<file path="src/rtl/uart_arb_pkg.sv">
// Shared types and constants for the two-requester UART byte arbiter.
// FSM state encoding, word/byte geometry and the byte-count clamp.
package uart_arb_pkg;

    localparam int BYTE_W    = 8;
    localparam int WORD_W    = 64;
    localparam int MAX_BYTES = 8;

    localparam logic [2:0] ST_IDLE    = 3'd0;
    localparam logic [2:0] ST_LOAD    = 3'd1;
    localparam logic [2:0] ST_START   = 3'd2;
    localparam logic [2:0] ST_WAIT_HI = 3'd3;
    localparam logic [2:0] ST_WAIT_LO = 3'd4;
    localparam logic [2:0] ST_FIN     = 3'd5;
    localparam logic [2:0] ST_CSUM    = 3'd6;

    typedef enum logic [2:0] {
        IDLE    = ST_IDLE,
        LOAD    = ST_LOAD,
        START   = ST_START,
        WAIT_HI = ST_WAIT_HI,
        WAIT_LO = ST_WAIT_LO,
        FIN     = ST_FIN,
        CSUM    = ST_CSUM
    } state_e;

    function automatic logic [3:0] clamp_len(input logic [3:0] len);
        return (len > 4'(MAX_BYTES)) ? 4'(MAX_BYTES) : len;
    endfunction

endpackage

</file>
<file path="src/rtl/uart_tx_arbiter_if.sv">
// Bus bundle between the word requesters, the arbiter and the byte transmitter.
// slave = arbiter side, master = requester/transmitter side.
interface uart_tx_arbiter_if;
    import uart_arb_pkg::*;

    logic              iREQ0;
    logic [WORD_W-1:0] iDATA0;
    logic [3:0]        iLEN0;
    logic              oDONE0;
    logic              iREQ1;
    logic [WORD_W-1:0] iDATA1;
    logic [3:0]        iLEN1;
    logic              oDONE1;
    logic [1:0]        oGRANT;
    logic [BYTE_W-1:0] oTXD_DATA;
    logic              oTXD_Start;
    logic              iTXD_Busy;
    logic              oERR;

    modport slave (
        input  iREQ0, iDATA0, iLEN0,
        input  iREQ1, iDATA1, iLEN1,
        input  iTXD_Busy,
        output oDONE0, oDONE1, oGRANT,
        output oTXD_DATA, oTXD_Start, oERR
    );

    modport master (
        output iREQ0, iDATA0, iLEN0,
        output iREQ1, iDATA1, iLEN1,
        output iTXD_Busy,
        input  oDONE0, oDONE1, oGRANT,
        input  oTXD_DATA, oTXD_Start, oERR
    );

endinterface

</file>
<file path="src/rtl/uart_tx_arbiter.sv">
// Round-robin arbiter sharing one RS232 byte transmitter between two
// word requesters; sends 1..8 bytes MSB-first with a Start/Busy handshake.
// Ports: iCLK, iRST (sync, active high), bus (uart_tx_arbiter_if.slave).
// Build option UART_TX_CHECKSUM_EN appends an XOR checksum byte.
module uart_tx_arbiter
    import uart_arb_pkg::*;
#(
    parameter int START_TMO = 1024,
    parameter int TMO_W     = 11
) (
    input  logic              iCLK,
    input  logic              iRST,
    uart_tx_arbiter_if.slave  bus
);

    state_e            state_q, state_d;
    logic [WORD_W-1:0] shift_q, shift_d;
    logic [3:0]        cnt_q, cnt_d;
    logic [TMO_W-1:0]  tmo_q, tmo_d;
    logic              owner_q, owner_d;
    logic              last_q, last_d;
    logic [1:0]        grant_q, grant_d;
    logic              start_q, start_d;
    logic              done0_q, done0_d;
    logic              done1_q, done1_d;
    logic              err_q, err_d;
    logic              to_fin;
`ifdef UART_TX_CHECKSUM_EN
    logic [BYTE_W-1:0] csum_q, csum_d;
    logic              csum_ph_q, csum_ph_d;
`endif

    always_comb begin
        state_d = state_q;
        shift_d = shift_q;
        cnt_d   = cnt_q;
        tmo_d   = tmo_q;
        owner_d = owner_q;
        last_d  = last_q;
        grant_d = grant_q;
        start_d = 1'b0;
        err_d   = err_q;
        to_fin  = 1'b0;
`ifdef UART_TX_CHECKSUM_EN
        csum_d    = csum_q;
        csum_ph_d = csum_ph_q;
`endif
        unique case (state_q)
            IDLE: begin
                if (bus.iREQ0 | bus.iREQ1) begin
                    // On contention favour whoever was not served last
                    owner_d = (bus.iREQ0 & bus.iREQ1) ? ~last_q : bus.iREQ1;
                    grant_d = owner_d ? 2'b10 : 2'b01;
                    state_d = LOAD;
                end
            end
            LOAD: begin
                shift_d = owner_q ? bus.iDATA1 : bus.iDATA0;
                cnt_d   = clamp_len(owner_q ? bus.iLEN1 : bus.iLEN0);
`ifdef UART_TX_CHECKSUM_EN
                csum_d    = '0;
                csum_ph_d = 1'b0;
`endif
                if (cnt_d == 4'd0) begin
                    to_fin  = 1'b1;
                    state_d = FIN;
                end else begin
                    state_d = START;
                end
            end
            START: begin
                if (!bus.iTXD_Busy) begin
                    start_d = 1'b1;
                    tmo_d   = '0;
                    state_d = WAIT_HI;
                end
            end
            WAIT_HI: begin
                if (bus.iTXD_Busy) begin
                    state_d = WAIT_LO;
                end else if (tmo_q == TMO_W'(START_TMO - 1)) begin
                    // Transmitter never accepted the byte: drop the rest
                    err_d   = 1'b1;
                    to_fin  = 1'b1;
                    state_d = FIN;
                end else begin
                    tmo_d = tmo_q + TMO_W'(1);
                end
            end
            WAIT_LO: begin
                if (!bus.iTXD_Busy) begin
`ifdef UART_TX_CHECKSUM_EN
                    if (csum_ph_q) begin
                        to_fin  = 1'b1;
                        state_d = FIN;
                    end else begin
                        shift_d = {shift_q[WORD_W-BYTE_W-1:0], {BYTE_W{1'b0}}};
                        cnt_d   = cnt_q - 4'd1;
                        csum_d  = csum_q ^ shift_q[WORD_W-1 -: BYTE_W];
                        state_d = (cnt_d == 4'd0) ? CSUM : START;
                    end
`else
                    shift_d = {shift_q[WORD_W-BYTE_W-1:0], {BYTE_W{1'b0}}};
                    cnt_d   = cnt_q - 4'd1;
                    if (cnt_d == 4'd0) begin
                        to_fin  = 1'b1;
                        state_d = FIN;
                    end else begin
                        state_d = START;
                    end
`endif
                end
            end
`ifdef UART_TX_CHECKSUM_EN
            CSUM: begin
                shift_d   = {csum_q, {(WORD_W-BYTE_W){1'b0}}};
                csum_ph_d = 1'b1;
                state_d   = START;
            end
`endif
            FIN: begin
                grant_d = 2'b00;
                last_d  = owner_q;
                state_d = IDLE;
            end
            default: begin
                state_d = IDLE;
            end
        endcase
        done0_d = to_fin & ~owner_q;
        done1_d = to_fin & owner_q;
    end

    always_ff @(posedge iCLK) begin
        if (iRST) begin
            state_q <= IDLE;
            shift_q <= '0;
            cnt_q   <= '0;
            tmo_q   <= '0;
            owner_q <= 1'b0;
            last_q  <= 1'b1;
            grant_q <= 2'b00;
            start_q <= 1'b0;
            done0_q <= 1'b0;
            done1_q <= 1'b0;
            err_q   <= 1'b0;
`ifdef UART_TX_CHECKSUM_EN
            csum_q    <= '0;
            csum_ph_q <= 1'b0;
`endif
        end else begin
            state_q <= state_d;
            shift_q <= shift_d;
            cnt_q   <= cnt_d;
            tmo_q   <= tmo_d;
            owner_q <= owner_d;
            last_q  <= last_d;
            grant_q <= grant_d;
            start_q <= start_d;
            done0_q <= done0_d;
            done1_q <= done1_d;
            err_q   <= err_d;
`ifdef UART_TX_CHECKSUM_EN
            csum_q    <= csum_d;
            csum_ph_q <= csum_ph_d;
`endif
        end
    end

    assign bus.oGRANT     = grant_q;
    assign bus.oTXD_Start = start_q;
    assign bus.oTXD_DATA  = shift_q[WORD_W-1 -: BYTE_W];
    assign bus.oDONE0     = done0_q;
    assign bus.oDONE1     = done1_q;
    assign bus.oERR       = err_q;

endmodule

</file>
<file path="src/flat_wrapper.sv">
// flat-port wrapper written by rule: the top's interface ports become plain ports
module uart_tx_arbiter_flat import uart_arb_pkg::*;
#(
    parameter int START_TMO = 1024,
    parameter int TMO_W     = 11
)
  (iCLK, iRST, bus_iREQ0, bus_iDATA0, bus_iLEN0, bus_iREQ1, bus_iDATA1, bus_iLEN1, bus_iTXD_Busy, bus_oDONE0, bus_oDONE1, bus_oGRANT, bus_oTXD_DATA, bus_oTXD_Start, bus_oERR);
  uart_tx_arbiter_if bus_i ();
  input  logic iCLK;
  input  logic iRST;
  input wire logic [$bits(bus_i.iREQ0)-1:0] bus_iREQ0;
  input wire logic [$bits(bus_i.iDATA0)-1:0] bus_iDATA0;
  input wire logic [$bits(bus_i.iLEN0)-1:0] bus_iLEN0;
  input wire logic [$bits(bus_i.iREQ1)-1:0] bus_iREQ1;
  input wire logic [$bits(bus_i.iDATA1)-1:0] bus_iDATA1;
  input wire logic [$bits(bus_i.iLEN1)-1:0] bus_iLEN1;
  input wire logic [$bits(bus_i.iTXD_Busy)-1:0] bus_iTXD_Busy;
  output wire logic [$bits(bus_i.oDONE0)-1:0] bus_oDONE0;
  output wire logic [$bits(bus_i.oDONE1)-1:0] bus_oDONE1;
  output wire logic [$bits(bus_i.oGRANT)-1:0] bus_oGRANT;
  output wire logic [$bits(bus_i.oTXD_DATA)-1:0] bus_oTXD_DATA;
  output wire logic [$bits(bus_i.oTXD_Start)-1:0] bus_oTXD_Start;
  output wire logic [$bits(bus_i.oERR)-1:0] bus_oERR;
  assign bus_i.iREQ0 = bus_iREQ0;
  assign bus_i.iDATA0 = bus_iDATA0;
  assign bus_i.iLEN0 = bus_iLEN0;
  assign bus_i.iREQ1 = bus_iREQ1;
  assign bus_i.iDATA1 = bus_iDATA1;
  assign bus_i.iLEN1 = bus_iLEN1;
  assign bus_i.iTXD_Busy = bus_iTXD_Busy;
  assign bus_oDONE0 = bus_i.oDONE0;
  assign bus_oDONE1 = bus_i.oDONE1;
  assign bus_oGRANT = bus_i.oGRANT;
  assign bus_oTXD_DATA = bus_i.oTXD_DATA;
  assign bus_oTXD_Start = bus_i.oTXD_Start;
  assign bus_oERR = bus_i.oERR;
  uart_tx_arbiter #(.START_TMO(START_TMO), .TMO_W(TMO_W)) u_core (.iCLK(iCLK), .iRST(iRST), .bus(bus_i));
endmodule
</file>
<file path="config.mk">
export PLATFORM = sky130hd
export DESIGN_NAME = uart_tx_arbiter_flat
export DESIGN_NICKNAME = d
export VERILOG_FILES = /design/src/rtl/uart_arb_pkg.sv /design/src/rtl/uart_tx_arbiter_if.sv /design/src/rtl/uart_tx_arbiter.sv /design/src/flat_wrapper.sv
export SDC_FILE = /design/constraint.sdc
export NUM_CORES = 1
export LEC_CHECK = 0
export BUFFER_PORTS_ARGS = -buffer_cell sky130_fd_sc_hd__buf_2
export CAP_MARGIN = 20
export CORE_MARGIN = 10
export CORE_UTILIZATION = 55
export CTS_CLUSTER_DIAMETER = 30
export DETAILED_ROUTE_END_ITERATION = 8
export PLACE_DENSITY_LB_ADDON = 0.25
export SYNTH_ARGS = -nofsm -noshare
export SYNTH_HDL_FRONTEND = slang
export SYNTH_SLANG_ARGS = --single-unit
</file>
<file path="constraint.sdc">
create_clock -name iCLK -period 4.1 [get_ports iCLK]
set_input_delay 0 -clock iCLK [delete_from_list [all_inputs] [get_ports iCLK]]
set_output_delay 0 -clock iCLK [all_outputs]
set_load 0.1 [all_outputs]
</file>
Yosys cells after proc, flatten, opt, wreduce, memory -nomap -nowiden
Cells that the tools add are included.
Word-level totals
  register bits: 90
  bits of input ports: 141
  output and inout bits: 14
  logic and storage cells: 77
Cells by class
  add/subtract/negate cells: 2
  magnitude comparators: 1
  eq/ne operators: 12
  multiplexer cells: 30
  bitwise logic cells: 8
  reduce and logical (&&, ||, !) cells: 13
Operator list (number)
  $mux W64: 2
  $pmux W64 S2: 1
  $mux W11: 3
  $pmux W11 S2: 1
  $mux W3: 7
  $pmux W3 S5: 1
  $mux W4: 3
  $add A11 B1 Y11 const B: 1
  $eq A11 B10 Y1 const B: 1
  $logic_not A4 Y1: 2
  $ne A2 B2 Y1 const B: 4
  $pmux W4 S2: 1
  $reduce_and A4 Y1: 2
  $mux W1: 7
  $eq A3 B2 Y1 const B: 2
  $eq A3 B3 Y1 const B: 2
  $reduce_and A2 Y1: 3
  $reduce_bool A2 Y1: 3
  $gt A4 B4 Y1 const B: 1
  $mux W2: 2
  $not A1 Y1: 4
  $pmux W2 S2: 1
  $sub A4 B1 Y4 const B: 1
  $and A1 B1 Y1: 3
  8 further kinds: 8

Logic depth before layout (Yosys ltp)
Gate-level depths: netlist (run 1).
  depth after elaboration: 7
  mapped depth: 7
  depth with buffers taken out: 7

Least setup slack after synthesis (run 1)
Ideal clock, no wire load.
  kind: register to register
  from: register u_core.tmo_q[0]
  to: register u_core.done1_q (netlist: u_core.bus.oDONE1)
  setup time: 0.087 ns
  data arrival time: 1.615 ns
  data required time: 4.013 ns
  slack: 2.398 ns
  stages on the path, launching flop included: 8
  clock period less this slack: 1.702 ns
  cell sequence: dfxtp_1 > ha_1 > nand2_1 > nor4_1 > clkbuf_1 > nand3_1 > o211a_1 > nor4b_2
Between the ends
  word-level cells in the longest chain between the ends: 5
RTL lines
  start, declared: RTL line uart_tx_arbiter.sv:19  | logic [TMO_W-1:0] tmo_q, tmo_d;
  start signal, assigned: RTL line uart_tx_arbiter.sv:155  | tmo_q <= tmo_d;
  $eq A11 B10 Y1: RTL line uart_tx_arbiter.sv:81  | end else if (tmo_q == TMO_W'(START_TMO - 1)) begin
  $mux W1: RTL line uart_tx_arbiter.sv:81
  $mux W1: RTL line uart_tx_arbiter.sv:79  | if (bus.iTXD_Busy) begin
  $pmux W1 S3: RTL line uart_tx_arbiter.sv:48  | unique case (state_q)
  $and A1 B1 Y1: RTL line uart_tx_arbiter.sv:131  | done1_d = to_fin & owner_q;
  end signal, assigned: RTL line uart_tx_arbiter.sv:161  | done1_q <= done1_d;
  end, declared: RTL line uart_tx_arbiter.sv:25  | logic done1_q, done1_d;
No other way between the ends.
A chain may end at the register's enable or synchronous reset.

Worst setup path in the final report (run 1)
  from: register u_core.state_q[0]
  to: register u_core.cnt_q[3]
Between the ends
  word-level cells in the longest chain between the ends: 3
  elaborated cells on any way between the ends: 6
  classes of those cells: eq/ne: 3; mux: 1; reduce/logical: 2
RTL lines
  start, declared: RTL line uart_tx_arbiter.sv:16  | state_e state_q, state_d;
  start signal, assigned: RTL line uart_tx_arbiter.sv:152  | state_q <= state_d;
  $eq A3 B3 Y1 or $eq A3 B1 Y1 (tied branches): RTL line uart_tx_arbiter.sv:48
  $ne A2 B2 Y1 (no line) or $reduce_bool A2 Y1 (tied branches)
  $reduce_and A2 Y1 (no line)
  end signal, assigned: RTL line uart_tx_arbiter.sv:154  | cnt_q <= cnt_d;
  end, declared: RTL line uart_tx_arbiter.sv:18  | logic [3:0] cnt_q, cnt_d;
Several ways; a longest one is shown, not always the timed one.

==> results.sh, run 1 <==
export IMPL_critPathCapture="u_core.cnt_q[3]$_SDFFE_PP0P_"
export IMPL_synth_ff_type="dfxtp_1"
export IMPL_power_uw=3710
export IMPL_cts_tree="built"
export IMPL_dr_pass1_iters=4
export IMPL_clock_sinks=90
export IMPL_synth_seq_cells=90
export IMPL_routed_wl_um=12500
export IMPL_syn_num_nets=746
export IMPL_drive_gt1_frac=0.266
export IMPL_antenna_found_initial=0
export IMPL_path_delay_family="compound AO/OA/AOI/OAI gates"
export IMPL_finalCriticalPeriod_ns=2.59
export IMPL_pwr_share_clk=0.182
export IMPL_reg2reg_from="u_core.state_q[0]$_SDFFE_PP0P_"
export IMPL_placed_cell_area_mm2=0.00555
export IMPL_diodes=0
export IMPL_status="finished, final reports clean"
export IMPL_die_area_mm2=0.0129
export IMPL_slew_viol_final=0
export IMPL_combPwrFrac=0.447
export IMPL_finClkSkew_ns=0.00775
export IMPL_dp_hpwl_um=9220
export IMPL_root_buffer="clkbuf_8"
export IMPL_swShare=0.433
export IMPL_cp_slowest_cell="a21oi_4"
export IMPL_fin_util=0.672
export IMPL_synth_async_reset_ratio=0
export IMPL_rows=34
export IMPL_first_global_vias=4601
export IMPL_cts_resized=0
export IMPL_endpoint_kind="flip-flop"
export IMPL_crit_arrival_ns=2.79
export IMPL_fmax_mhz=386
export IMPL_grt_pass1_wl_um=20500
export IMPL_grt_max_degree=79
export IMPL_fin_crit_sh=0.631
export IMPL_maxCapViolCount=0
export IMPL_synth_top_area_share=0.372
export IMPL_internal_power_uw=2100
export IMPL_insertion_delay_ns=0.35
export IMPL_synth_area_mm2=0.00484
export IMPL_switchingPower_uw=1610
export IMPL_path_buf_inv=1
export IMPL_power_density_mw_per_mm2=639
export IMPL_p_leak_uw=0.00238
export IMPL_syn_area_per_cell_um2=8.04
export IMPL_post_route_cell_area_mm2=0.00581
export IMPL_r2r_slack_ns=1.51
export IMPL_clkTransAtPathRegs_ns=0.09
export IMPL_ioPinCount=155
export IMPL_yosysTopAreaCell="dfxtp_1"
export IMPL_slew_headroom=0.439
export IMPL_vias_per_cell=5.57
export IMPL_synth_edf_count=0
export IMPL_critPathLaunchType="flip-flop"
export IMPL_vias=4632
export IMPL_nets=862
export IMPL_hold_violations=0
export IMPL_cp_required_ns=4.30
export IMPL_crit_start="u_core.state_q[0]$_SDFFE_PP0P_"
export IMPL_area_growth_pct=20.0
export IMPL_routedWlPerCell_um=15.0
export IMPL_reg2reg_depth=6
export IMPL_peakVddDrop_v=0.000265
export IMPL_final_setup_viol_count=0
export IMPL_synthTopCellsByCount="nand2_1, dfxtp_1, a21oi_1"
export IMPL_drc=0
export IMPL_start_util=0.560
export IMPL_yosysMostFrequentCell="nand2_1"
export IMPL_overflow=0
export IMPL_yosysSeqAreaShare=0.372
export IMPL_die_width_um=114
export IMPL_die_h_um=114
export IMPL_grtUsageTotal=0.183
export IMPL_crit_cells=6
export IMPL_synthCells=602
export IMPL_core_area_mm2=0.00864
export IMPL_synth_distinct_cells=44
export IMPL_ant_nets=0
export IMPL_ys_warn_count=0
export IMPL_pwr_share_seq=0.370
export IMPL_hold_class="in2reg"
export IMPL_tightest_slew_ns=0.841
export IMPL_cts_max_level=3
export IMPL_rr_endpoint="u_core.cnt_q[3]$_SDFFE_PP0P_"
export IMPL_worstSetupPathType="reg2reg"
export IMPL_preCtsSetupSlack_ns=1.55
export IMPL_rsz0062_at_grt="false"
export IMPL_port_buffers=154
export IMPL_cp_cell_sequence="or3b_1 > a21oi_4 > buf_4 > o21ai_1 > a22oi_1 > nor2_1"
export IMPL_cts_path_max_buffers=2
export IMPL_ys_top_cells_by_area="dfxtp_1, mux2i_1, nand2_1"
export IMPL_globalplace_congestion=0.843
export IMPL_max_stage_delay_ns=0.55
export IMPL_drt_iter0_drc=240
export IMPL_fin_tns_setup_ns=0
export IMPL_crit_fanout=39
export IMPL_numCtsBuffers=9
export IMPL_fillers=744
export IMPL_fin_ws_ns=1.51
[metal layers]
layer | share of wire | wire length, um | vias up | global-route usage
li1 | - | - | 2369 | -
met1 | 0.44 | 5430 | 2127 | 0.222
met2 | 0.49 | 6090 | 128 | 0.314
met3 | 0.068 | 851 | 8 | 0.0535
met4 | 0.0063 | 79 | 0 | 0.0393
met5 | 0 | 0 | - | 0
[layout by cell type (no fill, tap or decap), types with 2 or more instances in the layout]
master       n
a2111oi_0    3
a211oi_1     3
a21oi_1     70
a22oi_1      9
a31oi_1      2
and3_1       2
buf_2      154
buf_4        6
bufinv_16    2
clkbuf_1     2
clkbuf_8     9
dfxtp_1     89
ha_1         3
inv_1        6
mux2_2      10
mux2i_1     59
nand2_1    129
nand2b_1     7
nand3_1      6
nand3b_1     2
nand4_1      4
nor2_1      29
nor2b_1      3
nor3_1       8
nor4_1       4
o211a_1      2
o211ai_1    57
o21ai_0      7
o21ai_1      3
o21bai_1     2
or3_1        3
xnor2_1      8
[state kept, by name (all words and copies together), names as in the netlist]
| register | cells |
|---|---|
| u_core.bus.oDONE0 | 1 |
| u_core.bus.oERR | 1 |
| u_core.owner_q | 1 |
| u_core.bus.oDONE1 | 1 |
| u_core.last_q | 1 |
| u_core.state_q | 3 |
| u_core.cnt_q | 4 |
| u_core.bus.oGRANT | 2 |
| u_core.tmo_q | 11 |
| u_core.shift_q | 64 |
| u_core.bus.oTXD_Start | 1 |
[area by class of cell]
class	count	area, um^2	share of cell area
clock inverter	4	72.6	0.0125
clock buffer	12	156	0.0269
multi-input combinational	449	2770	0.477
tap	108	135	0.0233
sequential	90	1810	0.311
timing repair buffer	162	846	0.146
inverter	6	22.5	0.00388
[worst min-delay path by stage]
| stage | slack (ns) | depth (start not counted) | end | start |
|---|---|---|---|---|
| after global placement | 0.36 | 3 | u_core.last_q$_SDFFE_PP1P_ | iRST |
| final | 0.02 | 4 | u_core.shift_q[5]$_SDFFE_PP0P_ | bus_iDATA1[5] |
| after detailed placement | 0.36 | 3 | u_core.last_q$_SDFFE_PP1P_ | iRST |
| after CTS | 0.01 | 4 | u_core.shift_q[5]$_SDFFE_PP0P_ | bus_iDATA1[5] |
| after floorplan | 0.23 | 3 | u_core.owner_q$_SDFFE_PP0P_ | bus_iREQ0 |
| after global routing | 0.03 | 4 | u_core.shift_q[5]$_SDFFE_PP0P_ | bus_iDATA1[5] |
[power groups by stage]
| stage | Sequential (uW) | Combinational, uW | Clock [uW] |
|---|---|---|---|
| finish | 1370 | 1660 | 676 |
| global route | 1410 | 1850 | 722 |
| CTS | 1370 | 1640 | 687 |
| detailed placement | 1390 | 1630 | 0 |
| global placement | 1380 | 1590 | 0 |
| floorplan | 1310 | 1410 | 0 |
[through the flow]
stage | hold WS [ns] | instances
6_report | 0.0218 | 831
5_1_grt | 0.0298 | 831
4_1_cts | 0.00952 | 830
3_5_place_dp | 0.362 | 813
3_3_place_gp | 0.360 | 813
2_1_floorplan | 0.234 | 602
[cell families (layout without fill, tap and decap cells)]
| family | Yosys count | after routing | share of synthesized area |
|---|---|---|---|
| compound gates | 166 | 166 | 0.220 |
| xor+xnor | 8 | 8 | 0.0145 |
| fa+ha+maj | 3 | 3 | 0.00776 |
| buf+inv | 63 | 184 | 0.0577 |
| flops | 90 | 90 | 0.372 |
| mux | 69 | 69 | 0.145 |
| simple gates | 203 | 203 | 0.183 |
[worst min-delay path, cell delays in order]
cell	delay, ns
buf_2	0.07
mux2_2	0.13
a22oi_1	0.06
nor2_1	0.08
[timing repair]
action | in CTS | in global routing
hold buffers | 1 | 0
setup buffers | 0 | 0
hold endpoints to repair | 1 | 0
Power figures use the tool's default switching activity.
==> inputs of run 2 (changes only) <==
CORE_UTILIZATION = 51   (was 55)
clock period = 2.6 ns   (was 4.1 ns; I/O delays follow)
==> results.sh, run 2 (synthesized netlist as in run 1, its figures left out) <==
export IMPL_cts_tree="built"
export IMPL_numCtsBuffers=9
export IMPL_core_area_mm2=0.00924
export IMPL_status="finished, final reports clean"
export IMPL_max_stage_delay_ns=0.58
export IMPL_hold_violations=0
export IMPL_ant_nets=0
export IMPL_cts_setup_buffers=0
export IMPL_crit_arrival_ns=2.38
export IMPL_slew_headroom=0.583
export IMPL_slew_viol_final=0
export IMPL_fin_crit_sh=0.830
export IMPL_fmax_mhz=464
export IMPL_area_growth_pct=20.3
export IMPL_drive_gt1_frac=0.271
export IMPL_largest_reg_flops=64
export IMPL_worstSetupPathType="reg2reg"
export IMPL_clkTransAtPathRegs_ns=0.09
export IMPL_nets=865
export IMPL_die_width_um=117
export IMPL_layout_commonest_cell="buf_2"
export IMPL_routedWlPerCell_um=14.7
export IMPL_top_regs="u_core.shift_q x64, u_core.tmo_q x11, u_core.cnt_q x4"
export IMPL_grt_pass1_wl_um=21000
export IMPL_finalCriticalPeriod_ns=2.16
export IMPL_finClkSkew_ns=0.0125
export IMPL_endpoint_kind="flip-flop"
export IMPL_postCtsHoldBufs=0
export IMPL_dp_hpwl_um=9580
export IMPL_die_area_mm2=0.0138
export IMPL_insertion_delay_ns=0.36
export IMPL_vias=4628
export IMPL_fin_util=0.630
export IMPL_vias_per_cell=5.41
export IMPL_final_cell_mix="buf_2, nand2_1, dfxtp_1"
export IMPL_fillers=862
export IMPL_fin_tns_setup_ns=0
export IMPL_holdCritStartpoint="bus_iDATA1[0]"
export IMPL_stdcell_count=855
export IMPL_root_buffer="clkbuf_8"
export IMPL_grt_max_degree=59
export IMPL_port_buffers=154
export IMPL_finalHoldWorstSlack_ns=0.0156
export IMPL_cp_required_ns=2.83
export IMPL_crit_fanout=37
export IMPL_rsz0062_at_grt="false"
export IMPL_rows=35
export IMPL_power_density_mw_per_mm2=979
export IMPL_first_global_vias=4528
export IMPL_cts_path_max_buffers=2
export IMPL_hold_class="in2reg"
export IMPL_grtUsageTotal=0.175
export IMPL_cp_slowest_cell="dfxtp_1"
export IMPL_clock_sinks=90
export IMPL_p_leak_uw=0.00238
export IMPL_tightest_slew_ns=0.626
export IMPL_maxCapViolCount=0
export IMPL_reg2reg_from="u_core.state_q[2]$_SDFFE_PP0P_"
export IMPL_start_util=0.524
export IMPL_cts_max_level=3
export IMPL_routed_wl_um=12600
export IMPL_overflow=0
export IMPL_diodes=0
export IMPL_critPathLaunchType="flip-flop"
export IMPL_antenna_found_initial=2
export IMPL_drt_iter0_drc=259
export IMPL_die_h_um=117
export IMPL_cts_resized=0
export IMPL_cp_cell_sequence="or3b_1 > a21o_2 > buf_12 > a22oi_1 > nor2_1"
export IMPL_dr_pass1_iters=4
export IMPL_globalplace_congestion=0.830
export IMPL_final_setup_viol_count=0
export IMPL_crit_start="u_core.state_q[2]$_SDFFE_PP0P_"
export IMPL_placed_cell_area_mm2=0.00565
export IMPL_drc=0
export IMPL_peakVddDrop_v=0.000438
export IMPL_multiInputGateArea_mm2=0.00277
export IMPL_post_route_cell_area_mm2=0.00582
export IMPL_ioPinCount=155
export IMPL_dp_cells=839
export IMPL_seq_area_mm2=0.00181
export IMPL_regMostFlops="u_core.shift_q"
## run 2: changes by cell type in the layout (fill, tap and decap cells not counted), sizes merged
cell	before	now
clkbuf	12	10
buf	161	165
clkinvlp	1	2
inv	6	7
clkinv	1	3
bufinv	2	0
dlygate4sd3	1	0
## run 2: path summary, 6_finish.rpt
path	to	cells after the start	slack [ns]
min reg2reg	u_core.bus.oERR$_SDFFE_PP0P_	2	0.46
min	u_core.shift_q[0]$_SDFFE_PP0P_	4	0.02
max	u_core.shift_q[3]$_SDFFE_PP0P_	5	0.44
max reg2reg	u_core.shift_q[3]$_SDFFE_PP0P_	5	0.44
## run 2: metal layers
layer  vias to the layer above  GRT usage  wire (um)
met3                        12     0.0489        829
met1                      2106      0.214       5640
li1                       2386          -          -
met4                         0     0.0516        142
met2                       124      0.290       5970
met5                         -          0          0
## run 2: metrics by stage
step                setup WS, ns  power [uW]
floorplan                  0.898        4290
global placement           0.546        4830
detailed placement         0.458        4900
CTS                        0.441        5740
global route               0.282        6150
finish                     0.443        5700
## run 2: worst max-delay path: cells and delay by family (launching register included)
kind / cells / cell delay [ns]
compound gates: 2 / 0.66
buf+inv: 1 / 0.26
flops: 1 / 0.58
simple gates: 2 / 0.53
## run 2: where the power goes
part / internal, uW / switching (uW)
combinational: 990 / 1770
clock: 349 / 495
sequential: 1790 / 306
## run 2: final cells by class
type,instances,area share
inverters,6,0.00387
multi-input cells,449,0.476
clock inverters,6,0.00731
clock buffers,10,0.0219
well taps,129,0.0277
flip-flops and latches,90,0.310
repair buffers,165,0.153
==> inputs of run 3 (changes only) <==
clock period = 2 ns   (was 2.6 ns; I/O delays follow)
==> results.sh, run 3 (synthesized netlist as in run 1, its figures left out) <==
export IMPL_largest_reg_flops=64
export IMPL_power_density_mw_per_mm2=1320
export IMPL_layout_commonest_cell="buf_2"
export IMPL_placed_cell_area_mm2=0.00572
export IMPL_die_h_um=117
export IMPL_root_buffer="clkbuf_8"
export IMPL_hold_class="in2reg"
export IMPL_fillers=838
export IMPL_dp_hpwl_um=9610
export IMPL_port_buffers=154
export IMPL_dr_pass1_iters=4
export IMPL_drive_gt1_frac=0.284
export IMPL_diodes=0
export IMPL_numCtsBuffers=9
export IMPL_final_cell_mix="buf_2, nand2_1, dfxtp_1"
export IMPL_cts_path_max_buffers=2
export IMPL_cp_required_ns=2.26
export IMPL_fmax_mhz=537
export IMPL_nets=875
export IMPL_cts_max_level=3
export IMPL_die_width_um=117
export IMPL_insertion_delay_ns=0.36
export IMPL_crit_start="u_core.tmo_q[1]$_SDFFE_PP0P_"
export IMPL_hold_violations=0
export IMPL_grtUsageTotal=0.176
export IMPL_worstSetupPathType="reg2reg"
export IMPL_vias=4599
export IMPL_use_met1=0.220
export IMPL_cts_setup_buffers=0
export IMPL_area_growth_pct=23.5
export IMPL_antenna_found_initial=0
export IMPL_drc=0
export IMPL_clkTransAtPathRegs_ns=0.09
export IMPL_holdCritStartpoint="bus_iDATA0[4]"
export IMPL_p_leak_uw=0.00246
export IMPL_regMostFlops="u_core.shift_q"
export IMPL_grt_max_degree=76
export IMPL_drt_iter0_drc=228
export IMPL_die_area_mm2=0.0138
export IMPL_rsz0062_at_grt="false"
export IMPL_top_regs="u_core.shift_q x64, u_core.tmo_q x11, u_core.cnt_q x4"
export IMPL_maxCapViolCount=0
export IMPL_finClkSkew_ns=0.00769
export IMPL_first_global_vias=4635
export IMPL_status="finished, final reports clean"
export IMPL_crit_arrival_ns=2.12
export IMPL_slew_viol_final=0
export IMPL_cts_tree="built"
export IMPL_post_route_cell_area_mm2=0.00597
export IMPL_finalCriticalPeriod_ns=1.86
export IMPL_core_area_mm2=0.00924
export IMPL_peakVddDrop_v=0.000598
export IMPL_ant_nets=0
export IMPL_overflow=0
export IMPL_endpoint_kind="flip-flop"
export IMPL_fin_tns_setup_ns=0
export IMPL_start_util=0.524
export IMPL_routedWlPerCell_um=14.7
export IMPL_ioPinCount=155
export IMPL_use_met3=0.0403
export IMPL_crit_fanout=9
export IMPL_grt_busiest_layer="met2"
export IMPL_fin_crit_sh=0.931
export IMPL_slew_headroom=0.629
export IMPL_grt_pass1_wl_um=21200
export IMPL_tightest_slew_ns=0.542
export IMPL_routed_wl_um=12700
export IMPL_reg2reg_from="u_core.tmo_q[1]$_SDFFE_PP0P_"
export IMPL_use_met2=0.293
export IMPL_globalplace_congestion=0.841
export IMPL_critPathLaunchType="flip-flop"
export IMPL_rows=35
export IMPL_vias_per_cell=5.32
export IMPL_final_setup_viol_count=0
export IMPL_clock_sinks=90
==> run 3: per-layer routing <==
metal,vias to the layer above,wire (um)
met5,-,0
met4,0,56
met3,6,729
met2,132,6200
met1,2058,5740
li1,2403,-
==> run 3: critical path: stages, from the launching register on <==
cell,delay (ns)
dfxtp_1,0.42
ha_1,0.23
nand2_1,0.08
nor4_2,0.30
buf_4,0.23
nand3_1,0.12
o211a_1,0.16
nor4_1,0.24
==> run 3: cell type report <==
cell class / instances / area [um^2] / area share
clock buffer: 9 / 124 / 0.0207
clock inverter: 7 / 116 / 0.0195
inverter: 6 / 22.5 / 0.00377
multi-input combinational: 449 / 2780 / 0.465
sequential: 90 / 1810 / 0.302
tap: 129 / 161 / 0.0270
timing repair buffer: 175 / 968 / 0.162
==> run 3: per-stage QoR <==
step	setup slack (ns)	hold WS [ns]	utilization	std cells	power, uW
floorplan	0.298	0.234	-	602	5580
finish	0.137	0.0158	0.647	865	7870
global placement	0.240	0.366	0.619	848	6370
detailed placement	0.137	0.374	0.619	848	6460
CTS	0.121	0.00168	0.646	865	7930
global route	0.0186	0.0354	0.647	865	8500
==> run 3: worst paths after layout <==
check                                                  endpoint  slack [ns]  depth (start not counted)
worst min-delay path             u_core.shift_q[4]$_SDFFE_PP0P_        0.02                          4
worst min register to register  u_core.shift_q[60]$_SDFFE_PP0P_        0.46                          2
worst max register to register     u_core.bus.oDONE0$_SDFF_PP0_        0.14                          7
worst max-delay path               u_core.bus.oDONE0$_SDFF_PP0_        0.14                          7
==> run 3: what timing repair did <==
action | CTS | global route
resized for setup | 0 | 3
endpoints found under the hold margin | 1 | 0
endpoints found under the setup margin | 0 | 2
hold buffers | 1 | 0
==> run 3: report_power, final <==
| group | switching (uW) | internal (uW) | leakage, uW | total (uW) |
|---|---|---|---|---|
| Sequential | 296 | 2320 | 0.000735 | 2620 |
| Combinational | 2420 | 1360 | 0.00161 | 3770 |
| Clock | 644 | 830 | 0.000120 | 1470 |
| Total | 3360 | 4510 | 0.00246 | 7870 |
